`config.mk`:
```
export PLATFORM = sky130hd
export DESIGN_NAME = fetch_sequencer
export DESIGN_NICKNAME = d
export VERILOG_FILES = /design/src/rtl/mm_pkg.sv /design/src/rtl/pc_reg.sv /design/src/rtl/fetch_sequencer.sv
export SDC_FILE = /design/constraint.sdc
export NUM_CORES = 1
export LEC_CHECK = 0
export ABC_AREA = 1
export CAP_MARGIN = 30
export CORE_MARGIN = 4
export CORE_UTILIZATION = 43
export DETAILED_ROUTE_END_ITERATION = 6
export GPL_TIMING_DRIVEN = 0
export PLACE_DENSITY = 0.84
export SLEW_MARGIN = 0
export SYNTH_ARGS = -nofsm -noshare
export SYNTH_HDL_FRONTEND = slang
export SYNTH_SLANG_ARGS = --single-unit
```
`constraint.sdc`:
```
create_clock -name clk -period 1.6 [get_ports clk]
set_input_delay 0.24 -clock clk [delete_from_list [all_inputs] [get_ports clk]]
set_output_delay 0.24 -clock clk [all_outputs]
set_load 0.05 [all_outputs]
```
`src/rtl/mm_pkg.sv`:
```
// Shared MiniMicro definitions: sequencer state encoding and the default
// program-counter width used by the fetch sequencer and its PC register.
package mm_pkg;

  localparam int unsigned DEFAULT_PC_W = 6;
  localparam int unsigned STATE_W      = 3;

  // Encodings are fixed because the state is exported on a debug port.
  typedef enum logic [STATE_W-1:0] {
    IDLE    = 3'd0,
    FETCH   = 3'd1,
    DECODE  = 3'd2,
    EXECUTE = 3'd3,
    HALTED  = 3'd4,
    FAULT   = 3'd5
  } seq_state_t;

endpackage

```
`src/rtl/pc_reg.sv`:
```
// Program-counter register.
// Ports:
//   clk       rising-edge clock
//   clr_n     synchronous active-low clear (pc -> 0)
//   inc_en    pc <= pc + 1 (wraps modulo 2^W)
//   load_en   pc <= load_val (has priority over inc_en)
//   load_val  parallel load value
//   pc        current register value
module pc_reg
  import mm_pkg::*;
#(
  parameter int unsigned W = DEFAULT_PC_W
) (
  input  logic         clk,
  input  logic         clr_n,
  input  logic         inc_en,
  input  logic         load_en,
  input  logic [W-1:0] load_val,
  output logic [W-1:0] pc
);

  logic [W-1:0] pc_q;
  logic [W-1:0] pc_d;

  // Load beats increment; natural overflow gives the address wrap.
  always_comb begin
    pc_d = pc_q;
    if (load_en) begin
      pc_d = load_val;
    end else if (inc_en) begin
      pc_d = pc_q + W'(1);
    end
  end

  always_ff @(posedge clk) begin
    if (!clr_n) begin
      pc_q <= '0;
    end else begin
      pc_q <= pc_d;
    end
  end

  assign pc = pc_q;

endmodule

```
`src/rtl/fetch_sequencer.sv`:
```
// Multi-cycle fetch/decode/execute sequencer owning the program counter.
// Optional feature: define FETCH_TIMEOUT_EN to enable the fetch watchdog
// (TIMEOUT un-acked FETCH cycles -> FAULT, left only by reset).
// Ports:
//   clk, rst (sync, active-low)
//   start, halt_req, imem_ack, exec_done, is_halt,
//   branch_taken, branch_target          : control inputs
//   pc            current instruction address (imem address)
//   imem_req      fetch request (FETCH state)
//   ir_load       capture instruction word (FETCH and imem_ack, combinational)
//   dec_valid     decoder output valid (DECODE state)
//   halted        sequencer halted
//   fault         fetch watchdog tripped (0 without FETCH_TIMEOUT_EN)
//   state         encoded FSM state for debug
module fetch_sequencer
  import mm_pkg::*;
#(
  parameter int unsigned PC_W    = DEFAULT_PC_W,
  parameter int unsigned TIMEOUT = 15
) (
  input  logic            clk,
  input  logic            rst,
  input  logic            start,
  input  logic            halt_req,
  input  logic            imem_ack,
  input  logic            exec_done,
  input  logic            is_halt,
  input  logic            branch_taken,
  input  logic [PC_W-1:0] branch_target,
  output logic [PC_W-1:0] pc,
  output logic            imem_req,
  output logic            ir_load,
  output logic            dec_valid,
  output logic            halted,
  output logic            fault,
  output logic [2:0]      state
);

  seq_state_t state_q;
  seq_state_t state_d;
  logic       pc_inc;
  logic       pc_load;

`ifdef FETCH_TIMEOUT_EN
  localparam int unsigned CNT_W = $clog2(TIMEOUT + 1);
  logic [CNT_W-1:0] wd_cnt_q;
  logic [CNT_W-1:0] wd_cnt_d;

  // Consecutive un-acked FETCH cycles already completed.
  always_ff @(posedge clk) begin
    if (!rst) begin
      wd_cnt_q <= '0;
    end else begin
      wd_cnt_q <= wd_cnt_d;
    end
  end
`else
  logic unused_timeout;
  assign unused_timeout = (TIMEOUT != 0);
`endif

  pc_reg #(.W(PC_W)) u_pc_reg (
    .clk      (clk),
    .clr_n    (rst),
    .inc_en   (pc_inc),
    .load_en  (pc_load),
    .load_val (branch_target),
    .pc       (pc)
  );

  always_ff @(posedge clk) begin
    if (!rst) begin
      state_q <= IDLE;
    end else begin
      state_q <= state_d;
    end
  end

  // Next-state, PC control and the single Mealy output ir_load.
  always_comb begin
    state_d = state_q;
    pc_inc  = 1'b0;
    pc_load = 1'b0;
    ir_load = 1'b0;
`ifdef FETCH_TIMEOUT_EN
    wd_cnt_d = '0;
`endif
    case (state_q)
      IDLE: begin
        if (start) state_d = FETCH;
      end
      FETCH: begin
        ir_load = imem_ack;
        if (imem_ack) begin
          state_d = DECODE;
        end else begin
`ifdef FETCH_TIMEOUT_EN
          // This cycle is the TIMEOUT-th without ack; an ack here would win.
          if (wd_cnt_q == CNT_W'(TIMEOUT - 1)) begin
            state_d = FAULT;
          end else begin
            wd_cnt_d = wd_cnt_q + CNT_W'(1);
          end
`endif
        end
      end
      DECODE: begin
        state_d = EXECUTE;
      end
      EXECUTE: begin
        if (exec_done) begin
          // HALT keeps pc on the HALT instruction and discards any branch.
          if (is_halt) begin
            state_d = HALTED;
          end else begin
            pc_load = branch_taken;
            pc_inc  = !branch_taken;
            state_d = halt_req ? HALTED : FETCH;
          end
        end
      end
      HALTED: begin
        if (start) state_d = FETCH;
      end
      FAULT: begin
        state_d = FAULT;
      end
      default: begin
        state_d = IDLE;
      end
    endcase
  end

  assign imem_req  = (state_q == FETCH);
  assign dec_valid = (state_q == DECODE);
  assign halted    = (state_q == HALTED);
`ifdef FETCH_TIMEOUT_EN
  assign fault     = (state_q == FAULT);
`else
  assign fault     = 1'b0;
`endif
  assign state     = 3'(state_q);

endmodule
```
==> flow_summary_export.csv <==
group,metric,value,unit
timing,hold_viol_final,0,
route,postRouteAntennaNets,0,
hold_path,hold_path_class,"reg2reg",
timing,rsz0062_at_grt,"false",
grt,grt_pass1_vias,647,
synth,netlist_area,614.3,µm²
timing,worstMarginPinSlew,0.5090,ns
finish,layout.nets,146,
synth,synth.avg_cell_area,6.143,µm²
run,maxCapViolations,0,
setup_path,r2r_slack,0.40,ns
clocking,clk_path_buf_depth,2,
clocking,cts_made_buffers,3,
grt,grt_max_degree,10,
timing,slew_headroom,0.6620,
synth,postSynthCellCount,100,
synth,syn_nets,115,
synth,synthTopCellsByArea,"dfxtp_1 29%, nand2_1 12%, nor2_1 12%, a21oi_1 7.3%, inv_1 6.7%",
route,post-route-drc-count,0,
setup_path,critPathRequiredTime,1.36,ns
route,wl_per_cell,11.68,µm
route,avgViaCountPerCell,5.062,
timing,fmax,652.4,MHz
placed_design,pre_cts_slack,-0.2843,ns
hold_path,min_from,"u_pc_reg.pc[5]$_SDFFE_PN0P_",
finish,final_cell_mix,"20 x nand2_1, 17 x nor2_1, 13 x clkdlybuf4s50_1, 11 x inv_1",
floorplanning,pin_count,28,
route,highest_layer,"met4",
setup_path,worstPathArrival,1.29,ns
setup_path,path_cells,"inv_2, nand2_1, nor2_4, clkdlybuf4s15_2",
synth,synthArstFlopShare,0,
run_status,outcome,"completed",
clocking,cts_setup_buffers,0,
finish,final_cell_count_no_fill,145,
timing,report.final.slew_viol_count,0,
synth,ys_ff_latch,9,
placed_design,place_congestion,0.8322,
pwr,ir_drop,0.6379,mV
setup_path,r2r_start,"state[2]$_SDFFE_PN0P_",
clocking,cts_tree,"yes",
synth,seq_area_frac_synth,0.2933,
setup_path,crit_path_start_kind,"flip-flop",
synth,ys_warn_count,0,
setup_path,crit_path_top_delay_cell,"clkdlybuf4s15_2",
route,met1_length,763,µm
setup_path,r2r-end,"state[0]$_SDFFE_PN0P_",
grt,overflow,0,
clocking,insertion_delay,0.26,ns
placed_design,io_buffers,26,
pwr,powerDensity,749.6,nW/µm²
clocking,clkTransAtPathRegs,0.06,ns
setup_path,reg2regPathDepth,7,
floorplanning,start_util,0.4663,
finish,drive_above_1_share,0.1615,
floorplanning,dieWidth,45.80,µm
clocking,cts-root-buf,"clkbuf_4",
route,totalWireLength,1.694,mm
finish,syn2layout_area_growth,49.90,%
grt,grt_pass1_wl,2.718,mm
route,dr_wl_met2,836,µm
pwr,p_leak,0.4342,nW
synth,yosysTopAreaCell,"dfxtp_1",
floorplanning,rows,13,
grt,gr-usage-all-layers,0.1767,
timing,period_share,0.9581,
timing,skew,0.003367,ns
synth,synthFlopType,"dfxtp_1",
route,num_vias,734,
synth,netlist.area_leader.share,0.2933,
route,met3WireLength,87,µm
timing,setup_violations,0,
grt,antenna_found_initial,0,
floorplanning,coreArea,1318,µm²
route,drt_first_iter_violations,19,
finish,final_common_cell,"nand2_1",
setup_path,path_class,"reg2out",
hold_path,hold_depth,2,
clocking,cts_sinks,9,
placed_design,placedCellCount,141,
setup_path,cp-startpoint,"state[2]$_SDFFE_PN0P_",
placed_design,dpl.hpwl,1.313,mm
synth,synth_edf_count,0,
floorplanning,die_h,45.80,µm
finish,antenna_cells,0,
pwr,power,0.0006902,W
setup_path,worst-path-max-fanout,6,
timing,fin_crit,1.533,ns
clocking,htreeDepth,1,
synth,ys_types,21,
timing,setup_slack,0.06708,ns
hold_path,whs_endpoint,"u_pc_reg.pc[5]$_SDFFE_PN0P_",
route,dr.pass1.iters,4,
finish,largest_reg_flops,6,
setup_path,worstSetupEndpointType,"primary output",
setup_path,worst_path_largest_cell_delay,0.37,ns
floorplanning,die_area,2098,µm²
-- cell usage after synthesis (all sizes together), types with 2 or more instances --
master and number:
a21oi 9, dfxtp 9, inv 13, nand2 21
nand3 10, nand3b 2, nor2 20, nor3 2
o21ai 7, o21bai 2
-- per-layer routing --
| metal | GRT usage | vias to the layer above |
|---|---|---|
| met5 | 0 | - |
| met4 | 0.03409 | 0 |
| li1 | - | 385 |
| met3 | 0.05929 | 2 |
| met2 | 0.2730 | 12 |
| met1 | 0.2393 | 335 |
-- cell type report --
| cell class | instances | area (µm²) |
|---|---|---|
| Timing Repair Buffer | 26 | 241.5 |
| Inverter | 14 | 52.55 |
| Tap cell | 15 | 18.77 |
| Fill cell | 124 | 396.6 |
| Buffer | 1 | 7.507 |
| Clock inverter | 1 | 5.005 |
| Clock buffer | 3 | 22.52 |
| Multi-Input combinational cell | 76 | 389.1 |
| Sequential cell | 9 | 183.9 |
-- critical path: cells and delay by family, from the launching register on --
| family | cells | cell delay (ns) |
|---|---|---|
| buffers and inverters | 2 | 0.47 |
| and+or+nand+nor | 2 | 0.19 |
| DFF | 1 | 0.36 |
-- worst max-delay path by stage --
stage / endpoint / cells past startpoint
floorplan: halted / 2
global placement: ir_load / 4
detailed placement: ir_load / 4
CTS: ir_load / 4
global route: imem_req / 4
finish: imem_req / 4
-- power by group --
part	internal [W]	total, W	switching (W)
registers	0.000236	0.000258	0.0000216
clock network	0.0000923	0.000175	0.0000831
logic	0.0000892	0.000257	0.000167
total	0.000418	0.000690	0.000272
-- what timing repair did --
item	CTS	global route
gates resized for setup	22	5
endpoints found under the hold margin	0	0
setup endpoints to repair	13	4
hold buffers	0	0
-- through the flow --
| step | hold WS, ns | setup TNS (ns) | util | area [µm²] |
|---|---|---|---|---|
| after global placement | 0.4680 | -0.7142 | 0.6904 | 909.6 |
| after floorplan | 0.3757 | -0.1350 | - | 630.6 |
| after CTS | 0.4864 | 0 | 0.7075 | 932.1 |
| final | 0.4857 | 0 | 0.6990 | 920.9 |
| after global routing | 0.5612 | 0 | 0.6990 | 920.9 |
| after detailed placement | 0.4795 | -0.7565 | 0.6904 | 909.6 |
-- cell families (layout without fill, tap and decap cells) --
logic type               after synthesis  after routing  share of synthesized area
flip-flops                             9              9                     0.2933
other                                  1              1                   0.006104
adder cells (fa/ha/maj)                1              1                    0.02036
AND/OR/NAND/NOR                       56             56                     0.4277
buffers and inverters                 15             45                    0.09776
AO/OA/AOI/OAI                         18             18                     0.1548
No activity file was read; power rests on OpenSTA's default activity.
